[src/rtl/rv_fetch_queue.sv]
// ============================================================================
// Module   : rv_fetch_queue
// Brief    : Fetch-to-decode instruction FIFO of {PC, instr} with optional
//            empty-queue bypass and single-cycle redirect flush.
// Revision : 1.0
// ============================================================================
`default_nettype none

module rv_fetch_queue #(
  parameter int XLEN     = 32,
  parameter int DEPTH    = 4,
  parameter int BYPASS   = 1,
  parameter int AF_LEVEL = DEPTH - 1
) (
  input  logic                       clk,
  input  logic                       rst,
  input  logic                       flush,
  input  logic                       push_valid,
  input  logic [XLEN-1:0]            push_pc,
  input  logic [XLEN-1:0]            push_instr,
  output logic                       push_ready,
  output logic                       pop_valid,
  output logic [XLEN-1:0]            pop_pc,
  output logic [XLEN-1:0]            pop_instr,
  input  logic                       pop_ready,
  output logic [$clog2(DEPTH+1)-1:0] count,
  output logic                       almost_full
);

  localparam int                  c_PW    = $clog2(DEPTH);
  localparam int                  c_CW    = $clog2(DEPTH + 1);
  localparam logic [c_CW-1:0]     c_FULL  = c_CW'(DEPTH);
  localparam logic [c_CW-1:0]     c_AF    = c_CW'(AF_LEVEL);
  localparam logic                c_BYP   = (BYPASS != 0);

  logic [XLEN-1:0] r_mem_pc    [DEPTH];
  logic [XLEN-1:0] r_mem_instr [DEPTH];
  logic [c_PW-1:0] r_rptr;
  logic [c_PW-1:0] r_wptr;
  logic [c_CW-1:0] r_count;
  logic            r_af;

  logic            w_empty;
  logic            w_full;
  logic            w_push_fire;
  logic            w_pop_fire;
  logic            w_bypass_fire;
  logic [c_CW-1:0] w_count_nxt;

  assign w_empty = (r_count == '0);
  assign w_full  = (r_count == c_FULL);

  // push_ready deliberately ignores pop_ready: no decode-to-fetch comb path.
  assign push_ready = rst & ~flush & ~w_full;
  assign pop_valid  = ~flush & (~w_empty | (c_BYP & push_valid & w_empty));
  assign pop_pc     = w_empty ? push_pc    : r_mem_pc[r_rptr];
  assign pop_instr  = w_empty ? push_instr : r_mem_instr[r_rptr];

  assign w_push_fire   = push_valid & push_ready;
  assign w_pop_fire    = pop_valid & pop_ready;
  assign w_bypass_fire = c_BYP & w_empty & w_push_fire & w_pop_fire;

  always_comb begin
    w_count_nxt = r_count;
    if (flush) begin
      w_count_nxt = '0;
    end else if (!w_bypass_fire) begin
      if (w_push_fire && !w_pop_fire) begin
        w_count_nxt = r_count + c_CW'(1);
      end else if (!w_push_fire && w_pop_fire) begin
        w_count_nxt = r_count - c_CW'(1);
      end
    end
  end

  always_ff @(posedge clk or negedge rst) begin
    if (!rst) begin
      r_rptr  <= '0;
      r_wptr  <= '0;
      r_count <= '0;
      r_af    <= 1'b0;
    end else begin
      r_count <= w_count_nxt;
      r_af    <= (w_count_nxt >= c_AF);
      if (flush) begin
        r_rptr <= '0;
        r_wptr <= '0;
      end else if (!w_bypass_fire) begin
        if (w_push_fire) begin
          r_wptr <= r_wptr + c_PW'(1);
        end
        if (w_pop_fire) begin
          r_rptr <= r_rptr + c_PW'(1);
        end
      end
    end
  end

  // Payload storage is intentionally left unreset.
  always_ff @(posedge clk) begin
    if (w_push_fire && !w_bypass_fire) begin
      r_mem_pc[r_wptr]    <= push_pc;
      r_mem_instr[r_wptr] <= push_instr;
    end
  end

  assign count       = r_count;
  assign almost_full = r_af;

endmodule

`default_nettype wire

[config.mk]
export PLATFORM = sky130hd
export DESIGN_NAME = rv_fetch_queue
export DESIGN_NICKNAME = d
export VERILOG_FILES = /design/src/rtl/rv_fetch_queue.sv
export SDC_FILE = /design/constraint.sdc
export NUM_CORES = 1
export LEC_CHECK = 0
export BUFFER_PORTS_ARGS = -buffer_cell sky130_fd_sc_hd__buf_2
export CAP_MARGIN = 30
export CELL_PAD_IN_SITES_DETAIL_PLACEMENT = 0
export CELL_PAD_IN_SITES_GLOBAL_PLACEMENT = 1
export CORE_MARGIN = 4
export CORE_UTILIZATION = 39
export DETAILED_ROUTE_END_ITERATION = 7
export PLACE_DENSITY = 0.74
export SLEW_MARGIN = 40
export SYNTH_ARGS = -nofsm -noshare
export SYNTH_HDL_FRONTEND = slang
export SYNTH_SLANG_ARGS = --single-unit
[constraint.sdc]
create_clock -name clk -period 3.3 [get_ports clk]
set_input_delay 0.66 -clock clk [delete_from_list [all_inputs] [get_ports clk]]
set_output_delay 0.66 -clock clk [all_outputs]
set_load 0.02 [all_outputs]
==> results_dict.tcl, run 1 <==
set metrics [dict create \
    worst_pin_slew_ns 0.548 \
    ant_nets 0 \
    pre_cts_ws_ns 0.493 \
    synth_area_leader_cell "edfxtp_1" \
    grt_use_total_pct 14.1 \
    crit_path_frequent_cell "nand2_1" \
    synth.avg_cell_area_um2 17.6 \
    io_pins 139 \
    io_buffers 138 \
    synth_top_family_by_area "multiplexers" \
    root_buffer "clkbuf_16" \
    antenna_cells 0 \
    vias 5673 \
    hold_path_class "primary input to flop" \
    clock_latency_ns 0.52 \
    dieArea_mm2 0.0300 \
    ys_ff_latch 264 \
    status "complete, no violations" \
    power_density_mw_per_mm2 744 \
    yosys_warnings 0 \
    finalCritPeriodShare_pct 93.4 \
    slowest_stage "and2b_4" \
    peakVddDrop_mv 0.354 \
    cap_viol_max_count 0 \
    clk_path_buf_depth 3 \
    p_leak_nw 4.59 \
    synth_compound_area_share_pct 1.43 \
    syn_nets 683 \
    clock_skew_ns 0.0106 \
    post-route-min-period_ns 3.08 \
    drt-pass1-iter-count 4 \
    synth_top_area_share_pct 72.2 \
    nFillCells 2315 \
    drt-initial-drc-count 524 \
    area_delta_synth_final_pct 19.3 \
    synthAdderAreaFrac_pct 0.822 \
    die_w_um 173 \
    cp_top_family "simple AND/OR/NAND/NOR gates" \
    rsz0062_at_grt "no" \
    final_util_pct 47.2 \
    setup_ws_ns 0.219 \
    die_h_um 173 \
    nNetsFinal 839 \
    first_global_vias 6036 \
    path_buf_inv 3 \
    slowest_delay_ns 0.50 \
    synthXorXnorAreaFrac_pct 0.493 \
    max-slew-margin-rel_pct 63.4 \
    cts_tree "yes" \
    synth_edf_count 256 \
    cts.clk_slew.worst_paths_ns 0.06 \
    start_kind "flop" \
    grt_start_max_net_pins 46 \
    netlist_area_mm2 0.0107 \
    cp_cell_sequence "inv_1 -> ha_1 -> and2b_4 -> buf_12 -> nand2_1 -> nand2_1 -> buf_2" \
    place.gp.congestion 0.705 \
    drv_slew 0 \
    endpoint_kind "output pin" \
    netlist_instances 607 \
    synthArstFlopShare_pct 3.03 \
    timing.setup.tns_ns 0 \
    final-setup-viol-count 0 \
    ys.flop_type "edfxtp_1" \
    grt_pass1_wl_um 34000 \
    path_class "flop to output pin" \
    cts_made_buffers 28 \
    initial_utilization_pct 39.5 \
    vias_per_cell 5.04 \
    critPathMaxFanout 29 \
    drc_errors 0 \
    yosysSeqAreaShare_pct 74.0 \
    critPathArrivalTime_ns 2.42 \
    cts_setup_buffers 0 \
    grt_overflow 0 \
    layout-drive-gt1-share_pct 34.3 \
    max_freq_ghz 0.325 \
    drt-total-wl_um 21400 \
    muxShareOfSynthArea_pct 13.6 \
    synth_cell_types 38 \
    hold_viol 0 \
    synth-simple-area-share_pct 7.80 \
    synth_area_leaders "edfxtp_1 72%, mux4_2 14%, nand2_1 6.8%" \
    whs_ns 0.371 \
    cp_data_required_time_ns 2.64 \
    cts.sinks 264 \
    htreeDepth 1 \
    coreArea_mm2 0.0270 \
    wl_per_cell_um 19.0 \
    hpwl_um 12700 \
    grt_antenna_before_repair 2 \
    row_count 60 \
]
-- power breakdown --
part | switching [W] | leakage [nW] | total (W) | internal, W
Combinational | 0.00174 | 1.76 | 0.00275 | 0.00101
Sequential | 0.0000851 | 2.41 | 0.00384 | 0.00376
Clock | 0.00118 | 0.411 | 0.00286 | 0.00168
-- cell type report --
class / count / area, µm² / share of cell area (%)
inverter: 4 / 15.0 / 0.118
sequential: 264 / 7900 / 62.1
clock inverter: 13 / 88.8 / 0.699
tap: 341 / 427 / 3.36
clock buffer: 38 / 759 / 5.97
timing repair buffer: 157 / 940 / 7.39
multi-input combinational: 308 / 2590 / 20.4
-- final timing paths --
| kind | to | depth (start not counted) | from | slack, ns |
|---|---|---|---|---|
| max | pop_pc[4] | 7 | count[0]$_DFF_PN0_ | 0.22 |
| min | r_mem_instr[3][13]$_DFFE_PP_ | 1 | push_instr[13] | 0.37 |
| max reg2reg | r_mem_instr[0][7]$_DFFE_PP_ | 7 | count[1]$_DFF_PN0_ | 0.81 |
| min reg2reg | r_wptr[0]$_DFFE_PN0P_ | 2 | r_wptr[0]$_DFFE_PN0P_ | 0.61 |
| max in group asynchronous | r_rptr[0]$_DFFE_PN0P_ | 2 | rst | 2.51 |
| min in group asynchronous | almost_full$_DFF_PN0_ | 2 | rst | 0.54 |
-- cells by family (layout without fill, tap and decap cells) --
kind of cell	after synthesis	in the layout
compound gates	18	18
flops	264	264
simple gates	212	212
xor+xnor	6	6
mux	65	65
buf+inv	35	212
fa+ha+maj	7	7
-- placed cells by master (no fill, tap or decap), types with 2 or more instances in the layout --
cell | Yosys | routed
edfxtp_1 | 256 | 256
nand2_1 | 193 | 193
buf_2 | 12 | 138
mux4_2 | 64 | 64
clkbuf_16 | 0 | 29
clkbuf_1 | 3 | 9
buf_4 | 2 | 9
nor2_1 | 8 | 8
buf_12 | 0 | 8
ha_1 | 7 | 7
dfrtp_1 | 8 | 6
clkinv_1 | 0 | 6
inv_1 | 4 | 4
xnor2_1 | 4 | 4
and2_4 | 0 | 4
clkinv_2 | 0 | 4
a311oi_1 | 2 | 2
o211ai_1 | 2 | 2
xor2_1 | 2 | 2
dfrtp_4 | 0 | 2
-- state kept, by name, indices dropped and copies added (netlist names) --
register and count:
r_rptr 2, r_wptr 2, r_mem_instr 128, count 3, almost_full 1, r_mem_pc 128
-- through the flow --
step | cells | power, W | area (µm²)
finish | 1125 | 0.00946 | 12700
global route | 1125 | 0.00999 | 12700
CTS | 1125 | 0.00962 | 12700
detailed placement | 1073 | 0.00672 | 11900
global placement | 1073 | 0.00672 | 11900
floorplan | 607 | 0.00578 | 10700
-- synthesized netlist by cell type (all sizes together), types with 2 or more instances --
master	number
edfxtp	256
nand2	193
mux4	64
buf	28
dfrtp	8
nor2	8
ha	7
and2	5
inv	4
xnor2	4
clkbuf	3
o21ai	3
a21boi	2
a21oi	2
a311oi	2
o211ai	2
xor2	2
-- layer usage --
layer	GRT usage (%)	vias up	part of all wire (%)
met2	23.2	134	49
met5	0	-	0.16
met1	19.8	2881	45
met4	2.76	4	1.4
li1	-	2625	-
met3	2.92	29	4.7
-- repair_timing --
action	CTS	global route
endpoints found under the setup margin	38	14
hold buffers	1	0
endpoints found under the hold margin	8	0
gates resized for setup	1	1
pin swaps	0	0
Note: power is estimated with default switching activity, not from simulation.
==> inputs of run 2 (changes only) <==
- PLACE_DENSITY: 0.74 -> default
- PLACE_DENSITY_LB_ADDON: default -> 0.12
- TNS_END_PERCENT: default -> 30
==> run 2 against run 1 <==
Setup slack gained 0.014 ns. First-iteration DRC count decreased by 35%. Via count increased by 1.5%. Design area increased by 1.3%. Sequential power is essentially flat. Largest power group unchanged. Highest routed layer is now met4. Combinational power up 3%. Maximum frequency rose by 0.46%. Count of clock-buffer cells in the layout is 7 lower. Worst hold slack worse by 0.011 ns. Sequential share of layout area down 0.80 points.
==> results_dict.tcl, run 2 (same netlist as run 1, synthesis figures left out) <==
set metrics [dict create \
    p_switching_w 0.00308 \
    drv_slew 0 \
    cap_viol_max_count 0 \
    grt_use_total_pct 15.2 \
    nNetsFinal 837 \
    ant_nets 0 \
    hpwl_um 14000 \
    vias 5759 \
    drt-pass1-iter-count 4 \
    clock_skew_ns 0.00898 \
    endpoint_kind "output pin" \
    place.gp.congestion 0.711 \
    htreeDepth 1 \
    area_delta_synth_final_pct 20.9 \
    initial_utilization_pct 39.5 \
    rsz0062_at_grt "no" \
    die_w_um 173 \
    power_density_mw_per_mm2 768 \
    power_frac_clock_pct 32.9 \
    cp_cell_sequence "inv_2 -> ha_2 -> and2b_4 -> buf_12 -> nand2_1 -> nand2_1 -> buf_2" \
    wl_per_cell_um 20.2 \
    worst_pin_slew_ns 0.540 \
    final_util_pct 47.8 \
    finalCritPeriodShare_pct 92.9 \
    multi_input_area_mm2 0.00259 \
    clock_latency_ns 0.53 \
    cts_tree "yes" \
    path_buf_inv 3 \
    register_area_mm2 0.00789 \
    hold_viol 0 \
    cp_top_family "simple AND/OR/NAND/NOR gates" \
    first_global_vias 6360 \
    p_leak_nw 4.66 \
    hold_path_class "primary input to flop" \
    pre_cts_ws_ns 0.480 \
    setup_ws_ns 0.234 \
    critPathMaxFanout 35 \
    die_h_um 173 \
    status "complete, no violations" \
    vias_per_cell 5.13 \
    drc_errors 0 \
    start_kind "flop" \
    grt_pass1_wl_um 36600 \
    cts.clk_slew.worst_paths_ns 0.06 \
    drt-initial-drc-count 343 \
    clk_path_buf_depth 3 \
    max-slew-margin-rel_pct 64.0 \
    row_count 60 \
    cts.sinks 264 \
    max_freq_ghz 0.326 \
    layout-drive-gt1-share_pct 35.4 \
    final-setup-viol-count 0 \
    root_buffer "clkbuf_16" \
    antenna_cells 0 \
    io_buffers 138 \
    post-route-min-period_ns 3.07 \
    pwr-share-comb_pct 28.5 \
    slowest_stage "and2b_4" \
    final_cell_mix "256 x edfxtp_1, 193 x nand2_1, 138 x buf_2, 64 x mux4_2, 27 x clkbuf_16" \
    p_int_w 0.00682 \
    nFillCells 2301 \
    crit_path_frequent_cell "nand2_1" \
    grt_start_max_net_pins 70 \
    swShare_pct 31.1 \
    coreArea_mm2 0.0270 \
    finalPower_w 0.00989 \
    cts_made_buffers 27 \
    peakVddDrop_mv 0.376 \
    place_area_mm2 0.0119 \
    grt_antenna_before_repair 0 \
    grt_overflow 0 \
    cp_data_required_time_ns 2.64 \
    finalInstanceArea_mm2 0.0129 \
    layout_commonest_cell "edfxtp_1" \
    dieArea_mm2 0.0300 \
    drt-total-wl_um 22600 \
    io_pins 139 \
    critPathArrivalTime_ns 2.41 \
    slowest_delay_ns 0.47 \
    timing.setup.tns_ns 0 \
    path_class "flop to output pin" \
    cts_setup_buffers 0 \
    seq_power_share_pct 38.6 \
]
run 2: cell count changes in the layout (fill, tap and decap cells not counted), moves of 2 or more:
cell	before	now
inv_2	0	2
clkinv_1	6	4
inv_1	4	2
clkbuf_1	9	4
buf_4	9	4
bufinv_16	1	7
clkbuf_16	29	27
buf_12	8	13
clkinv_2	4	7
run 2: metrics by stage:
| stage | std cells | hold WS, ns |
|---|---|---|
| 2_1_floorplan | 607 | 0.364 |
| 4_1_cts | 1123 | 0.329 |
| 3_5_place_dp | 1072 | 0.554 |
| 6_report | 1123 | 0.360 |
| 3_3_place_gp | 1072 | 0.544 |
| 5_1_grt | 1123 | 0.345 |
run 2: power groups by stage:
stage / Clock [W] / Combinational, W / Sequential, W
final: 0.00326 / 0.00282 / 0.00382
after global placement: 0 / 0.00287 / 0.00388
after detailed placement: 0 / 0.00288 / 0.00389
after CTS: 0.00335 / 0.00289 / 0.00382
after global routing: 0.00350 / 0.00312 / 0.00383
after floorplan: 0 / 0.00191 / 0.00387
run 2: metal layers:
layer,global-route usage [%],part of all wire [%]
met1,21.2,45
met2,25.5,49
met3,2.62,5.0
met4,3.03,1.5
met5,0,0
run 2: cell type report:
class / count / area share (%)
tap: 341 / 3.31
clock inverter: 19 / 2.09
inverter: 4 / 0.117
timing repair buffer: 156 / 7.70
clock buffer: 31 / 5.36
multi-input combinational: 308 / 20.1
sequential: 264 / 61.3
run 2: repair_timing:
item,in CTS,in global routing
hold buffers,1,0
setup endpoints to repair,34,30
hold endpoints to repair,8,0
gates resized for setup,1,3
run 2: path summary, 6_finish.rpt:
| kind | startpoint | endpoint | slack, ns | cells past startpoint |
|---|---|---|---|---|
| min in group asynchronous | rst | almost_full$_DFF_PN0_ | 0.53 | 2 |
| hold / removal | push_pc[1] | r_mem_pc[2][1]$_DFFE_PP_ | 0.36 | 1 |
| setup reg to reg | count[1]$_DFF_PN0_ | r_mem_instr[0][0]$_DFFE_PP_ | 0.68 | 7 |
| max in group asynchronous | rst | r_rptr[1]$_DFFE_PN0P_ | 2.53 | 2 |
| hold reg to reg | r_wptr[1]$_DFFE_PN0P_ | r_wptr[1]$_DFFE_PN0P_ | 0.59 | 2 |
| setup / recovery | count[1]$_DFF_PN0_ | pop_pc[0] | 0.23 | 7 |
